$ cat src/rtl/cic_decimator.sv
// cic_decimator: multi-stage CIC decimation filter with runtime-selectable
// power-of-two ratio and gain normalisation by arithmetic shift.
// Optional build macro CIC_DECIMATOR_ROUND_EN: round-half-up before the shift
// and saturate to the output range; when undefined the shift floors and the
// result is simply truncated to DATA_WIDTH bits.
module cic_decimator #(
  parameter int DATA_WIDTH     = 16,
  parameter int NUM_STAGES     = 3,
  parameter int MAX_DECIM_LOG2 = 4,
  parameter int ACC_WIDTH      = 28
) (
  input  logic                         clk,
  input  logic                         rst,
  input  logic                         sync_clr,
  input  logic                         valid_in,
  input  logic signed [DATA_WIDTH-1:0] data_in,
  input  logic [2:0]                   decim_log2,
  output logic                         valid_out,
  output logic signed [DATA_WIDTH-1:0] data_out
);

  // Integrator chain, sample-rate control and ratio of the group in progress
  logic signed [ACC_WIDTH-1:0] integ_q [NUM_STAGES];
  logic [MAX_DECIM_LOG2-1:0]   phase_q;
  logic [2:0]                  ratio_q;
  logic [2:0]                  req_log2;
  logic [2:0]                  eff_log2;
  logic [MAX_DECIM_LOG2:0]     last_phase;
  logic                        evt;

  // Decimated-rate pipeline: index 0 is the launch slot, 1..N follow each comb
  logic [NUM_STAGES:0]         vld_p;
  logic [2:0]                  lg_p   [NUM_STAGES+1];
  logic signed [ACC_WIDTH-1:0] comb_q [NUM_STAGES];
  logic signed [ACC_WIDTH-1:0] dly_q  [NUM_STAGES];
  logic signed [ACC_WIDTH-1:0] comb_in [NUM_STAGES];

  // Gain normalisation: shift by NUM_STAGES*log2(R), optional round/saturate
  function automatic logic signed [DATA_WIDTH-1:0] scale_sample(
    input logic signed [ACC_WIDTH-1:0] v,
    input logic [2:0]                  lg
  );
    int sh;
`ifdef CIC_DECIMATOR_ROUND_EN
    logic signed [ACC_WIDTH:0] ext;
    logic signed [ACC_WIDTH:0] rnd;
    logic signed [ACC_WIDTH:0] smax;
    logic signed [ACC_WIDTH:0] smin;
`endif
    sh = NUM_STAGES * int'(lg);
`ifdef CIC_DECIMATOR_ROUND_EN
    smax = {{(ACC_WIDTH-DATA_WIDTH+2){1'b0}}, {(DATA_WIDTH-1){1'b1}}};
    smin = ~smax;
    ext  = (ACC_WIDTH+1)'(v);
    if (sh > 0) ext = ext + ((ACC_WIDTH+1)'(1) <<< (sh - 1));
    rnd = ext >>> sh;
    if (rnd > smax)      rnd = smax;
    else if (rnd < smin) rnd = smin;
    return rnd[DATA_WIDTH-1:0];
`else
    return DATA_WIDTH'(v >>> sh);
`endif
  endfunction

  // Event detection: the first sample of a group uses the freshly requested ratio
  always_comb begin
    req_log2   = (decim_log2 > 3'(MAX_DECIM_LOG2)) ? 3'(MAX_DECIM_LOG2) : decim_log2;
    eff_log2   = (phase_q == '0) ? req_log2 : ratio_q;
    last_phase = ({{MAX_DECIM_LOG2{1'b0}}, 1'b1} << eff_log2) - 1'b1;
    evt        = valid_in && ({1'b0, phase_q} == last_phase);
  end

  // Comb stage inputs: first comb reads the last integrator, others chain
  always_comb begin
    comb_in[0] = integ_q[NUM_STAGES-1];
    for (int k = 1; k < NUM_STAGES; k++) comb_in[k] = comb_q[k-1];
  end

  // Integrators, phase counter and ratio latch (advance only on valid_in)
  always_ff @(posedge clk) begin
    if (rst || sync_clr) begin
      for (int k = 0; k < NUM_STAGES; k++) integ_q[k] <= '0;
      phase_q <= '0;
      if (rst) ratio_q <= '0;
    end else if (valid_in) begin
      integ_q[0] <= integ_q[0] + ACC_WIDTH'(data_in);
      for (int k = 1; k < NUM_STAGES; k++) integ_q[k] <= integ_q[k] + integ_q[k-1];
      if (phase_q == '0) ratio_q <= req_log2;
      phase_q <= evt ? '0 : phase_q + 1'b1;
    end
  end

  // Launch slot and comb pipeline: advances every cycle, combs update on valid
  always_ff @(posedge clk) begin
    if (rst || sync_clr) begin
      vld_p <= '0;
      for (int k = 0; k <= NUM_STAGES; k++) lg_p[k] <= '0;
      for (int k = 0; k < NUM_STAGES; k++) begin
        comb_q[k] <= '0;
        dly_q[k]  <= '0;
      end
    end else begin
      vld_p[0] <= evt;
      lg_p[0]  <= eff_log2;
      for (int k = 0; k < NUM_STAGES; k++) begin
        vld_p[k+1] <= vld_p[k];
        lg_p[k+1]  <= lg_p[k];
        if (vld_p[k]) begin
          comb_q[k] <= comb_in[k] - dly_q[k];
          dly_q[k]  <= comb_in[k];
        end
      end
    end
  end

  // Output register: strobe for one cycle, hold data between strobes
  always_ff @(posedge clk) begin
    if (rst || sync_clr) begin
      valid_out <= 1'b0;
      data_out  <= '0;
    end else begin
      valid_out <= vld_p[NUM_STAGES];
      if (vld_p[NUM_STAGES]) data_out <= scale_sample(comb_q[NUM_STAGES-1], lg_p[NUM_STAGES]);
    end
  end

endmodule

$ cat config.mk
export PLATFORM = sky130hd
export DESIGN_NAME = cic_decimator
export DESIGN_NICKNAME = d
export VERILOG_FILES = /design/src/rtl/cic_decimator.sv
export SDC_FILE = /design/constraint.sdc
export NUM_CORES = 1
export LEC_CHECK = 0
export BUFFER_PORTS_ARGS = -buffer_cell sky130_fd_sc_hd__buf_2
export CAP_MARGIN = 20
export CORE_UTILIZATION = 35
export CTS_BUF_LIST = sky130_fd_sc_hd__clkbuf_4 sky130_fd_sc_hd__clkbuf_8
export CTS_CLUSTER_DIAMETER = 120
export DETAILED_ROUTE_END_ITERATION = 7
export PLACE_DENSITY = 0.47
export SLEW_MARGIN = 0
export SYNTH_ARGS = -nofsm -noshare
export SYNTH_HDL_FRONTEND = slang
export SYNTH_SLANG_ARGS = --single-unit
$ cat constraint.sdc
create_clock -name clk -period 3.6 [get_ports clk]
set_clock_uncertainty 0.15 [all_clocks]
set_input_delay 0.36 -clock clk [delete_from_list [all_inputs] [get_ports clk]]
set_output_delay 0.36 -clock clk [all_outputs]
set_load 0.005 [all_outputs]
==> results.sh <==
export IMPL_ioPinCount=40
export IMPL_grt_pass1_vias=14475
export IMPL_ys_warn_count=0
export IMPL_tritoncts="done"
export IMPL_synth_most_common_cell="edfxtp_1"
export IMPL_endpoint_kind="flip-flop"
export IMPL_drc=0
export IMPL_worst_slew_pin_slew_ns=1.004
export IMPL_grt_overflow_total=0
export IMPL_die_height_um=239.9
export IMPL_yosysSeqAreaShare_pct=42.38
export IMPL_outcome="completed"
export IMPL_start_util_pct=35.69
export IMPL_clk_latency_ns=0.64
export IMPL_detail_route_iter0_violations=626
export IMPL_grt_pass1_wl_um=70670
export IMPL_vias_per_cell=5.028
export IMPL_clockBufferDepth=3
export IMPL_synth_mux_area_share_pct=4.647
export IMPL_dieWidth_um=239.9
export IMPL_wl_per_cell_um=14.96
export IMPL_vias=14399
export IMPL_use_met3_pct=2.480
export IMPL_cts_made_buffers=56
export IMPL_wl_um=42850
export IMPL_p_leak_nw=9.314
export IMPL_layout_drive_gt1_share_pct=10.26
export IMPL_routabilityCongestion=0.8953
export IMPL_avgSynthCellArea_um2=9.869
export IMPL_num_antenna_cells=0
export IMPL_finalSetupTns_ns=0
export IMPL_min_path_type="input pin to flip-flop"
export IMPL_finalHoldViolCount=0
export IMPL_ys_flop_type="edfxtp_1"
export IMPL_clk_pin_slew_worst_paths_ns=0.06
export IMPL_grt_max_degree=93
export IMPL_finalCritPeriodShare_pct=96.46
export IMPL_powerDensity_nw_per_um2=392.9
export IMPL_max_freq_mhz=288.0
export IMPL_finalPower_mw=8.688
export IMPL_slew_limit_headroom_pct=32.98
export IMPL_criticalPathCategory="flip-flop to flip-flop"
export IMPL_synthArstFlopShare_pct=0
export IMPL_use_met1_pct=16.85
export IMPL_yosysTopAreaCell="edfxtp_1"
export IMPL_fin_cells=2864
export IMPL_peakVddDrop_mv=0.2472
export IMPL_synth_common_cells="255 x edfxtp_1, 245 x nor2_1, 167 x ha_1"
export IMPL_required_ns=3.82
export IMPL_crit_fanout=4
export IMPL_synthTopCellsByArea="edfxtp_1 39%, ha_1 11%, nor2_1 4.6%"
export IMPL_antenna_found_initial=0
export IMPL_synth_top_family_by_area="compound AO/OA/AOI/OAI gates"
export IMPL_synth_top_area_share_pct=38.64
export IMPL_cap_viol_max_count=0
export IMPL_portBuffers=39
export IMPL_first_pass_iters=5
export IMPL_dp_cells=2757
export IMPL_rsz0062_at_grt="no"
export IMPL_fin_nets=2269
export IMPL_synth_fp_nets=2205
export IMPL_die_area_um2=57570
export IMPL_swShare_pct=28.21
export IMPL_area_growth_pct=11.59
export IMPL_syn_cell_area_um2=19820
export IMPL_synthSimpleGateAreaFrac_pct=15.68
export IMPL_seq_power_share_pct=45.2
export IMPL_synth_compound_area_share_pct=16.26
export IMPL_place_hpwl_um=31280
export IMPL_core_area_um2=55520
export IMPL_finalSetupViolCount=0
export IMPL_p_switching_mw=2.451
export IMPL_netlist_instances=2008
export IMPL_ys_seq_elements=292
export IMPL_p_comb_share_pct=18.2
export IMPL_worstSetupStartpointType="flip-flop"
export IMPL_globalRouteTotalUtil_pct=15.12
export IMPL_clock_power_share_pct=36.6
export IMPL_critPathArrivalTime_ns=3.69
export IMPL_synthXorXnorAreaFrac_pct=5.878
export IMPL_synth_edff_count=255
export IMPL_cts_sinks=292
export IMPL_multi_input_area_um2=10680
export IMPL_fillers=5581
export IMPL_synthAdderAreaFrac_pct=11.25
export IMPL_busiest_layer="met2"
export IMPL_htree_levels=2
export IMPL_intPower_mw=6.237
export IMPL_ant_nets=0
export IMPL_fin_crit_ns=3.473
export IMPL_yosysUniqueCellTypes=77
export IMPL_regArea_um2=8398
export IMPL_gr_usage_met2_pct=27.64
export IMPL_root_buffer="clkbuf_8"
export IMPL_final_max_slew_viol_count=0
export IMPL_row_count=86
[registers in the layout, summed over array words and instances, names as in the netlist]
register   cells
comb_q        84
data_out      16
dly_q         84
integ_q       84
lg_p          12
phase_q        4
ratio_q        3
valid_out      1
vld_p          4
[cell families after synthesis]
family                   after synthesis
multiplexers                          65
AND/OR/NAND/NOR                      642
XOR/XNOR                             133
buffers and inverters                204
adder cells (fa/ha/maj)              174
flip-flops                           292
AO/OA/AOI/OAI                        498
[power groups by stage]
stage	Clock, mW	Sequential (mW)	Combinational (mW)
after floorplan	0	3.96	1.25
after global placement	0	3.99	1.57
after detailed placement	0	3.99	1.57
after CTS	3.33	3.93	1.59
after global routing	3.46	3.94	1.78
final	3.18	3.92	1.58
[per-layer routing]
metal | wire length [um] | vias to the layer above
li1 | - | 7426
met1 | 18430 | 6628
met2 | 21250 | 229
met3 | 1307 | 116
met4 | 1851 | 0
met5 | 0 | -
[stage by stage]
| step | setup WS, ns | hold slack (ns) | instance area [um2] | utilization (%) |
|---|---|---|---|---|
| 6_report | 0.1273 | 0.08904 | 22110 | 39.83 |
| 5_1_grt | 0.001591 | 0.04353 | 22110 | 39.83 |
| 4_1_cts | 0.1406 | 0.003877 | 22100 | 39.80 |
| 3_5_place_dp | 0.2162 | 0.2607 | 20970 | 37.77 |
| 3_3_place_gp | 0.2469 | 0.2580 | 20970 | 37.77 |
| 2_1_floorplan | 0.5449 | 0.2557 | 19820 | - |
[area by class of cell]
class	count	share of cell area [%]
Clock buffer	81	4.419
Clock inverter	21	0.4470
Inverter	135	2.292
Multi-Input combinational cell	1512	48.30
Sequential cell	292	37.98
Tap cell	748	4.232
Timing Repair Buffer	75	2.331
[worst max-delay path: stages (launching register included)]
cell and delay [ns]:
edfxtp_1 0.40, ha_1 0.25, inv_1 0.08, fa_1 0.18, nor2b_1 0.06, o21a_1 0.18, o21a_1 0.21, o211a_1 0.25
nor4b_2 0.39, o21ai_1 0.20, a221oi_2 0.41, o31a_2 0.22, xnor2_1 0.06, and2_1 0.15
[placed cells by master (no fill, tap or decap), types with 62 or more instances in the layout]
cell and n:
edfxtp_1 255, nor2_1 244, nand2_1 93, o21ai_0 76
a21o_1 62, xnor2_1 76, ha_1 167, inv_1 134
and2_1 106, a21oi_1 150
[repair_timing]
action / CTS / global route
resized for setup: 0 / 3
hold endpoints to repair: 10 / 0
hold buffers: 5 / 0
setup buffers: 0 / 0
setup endpoints to repair: 0 / 4
[path summary, 6_finish.rpt]
path	startpoint	end	slack [ns]	depth (start not counted)
hold reg to reg	lg_p[1][0]	lg_p[2][0]	0.27	1
setup / recovery	integ_q[0][0]	integ_q[0][50]	0.13	13
setup reg to reg	integ_q[0][0]	integ_q[0][50]	0.13	13
hold / removal	valid_in	vld_p[0]	0.09	4
Note: power is estimated with default switching activity, not from simulation.
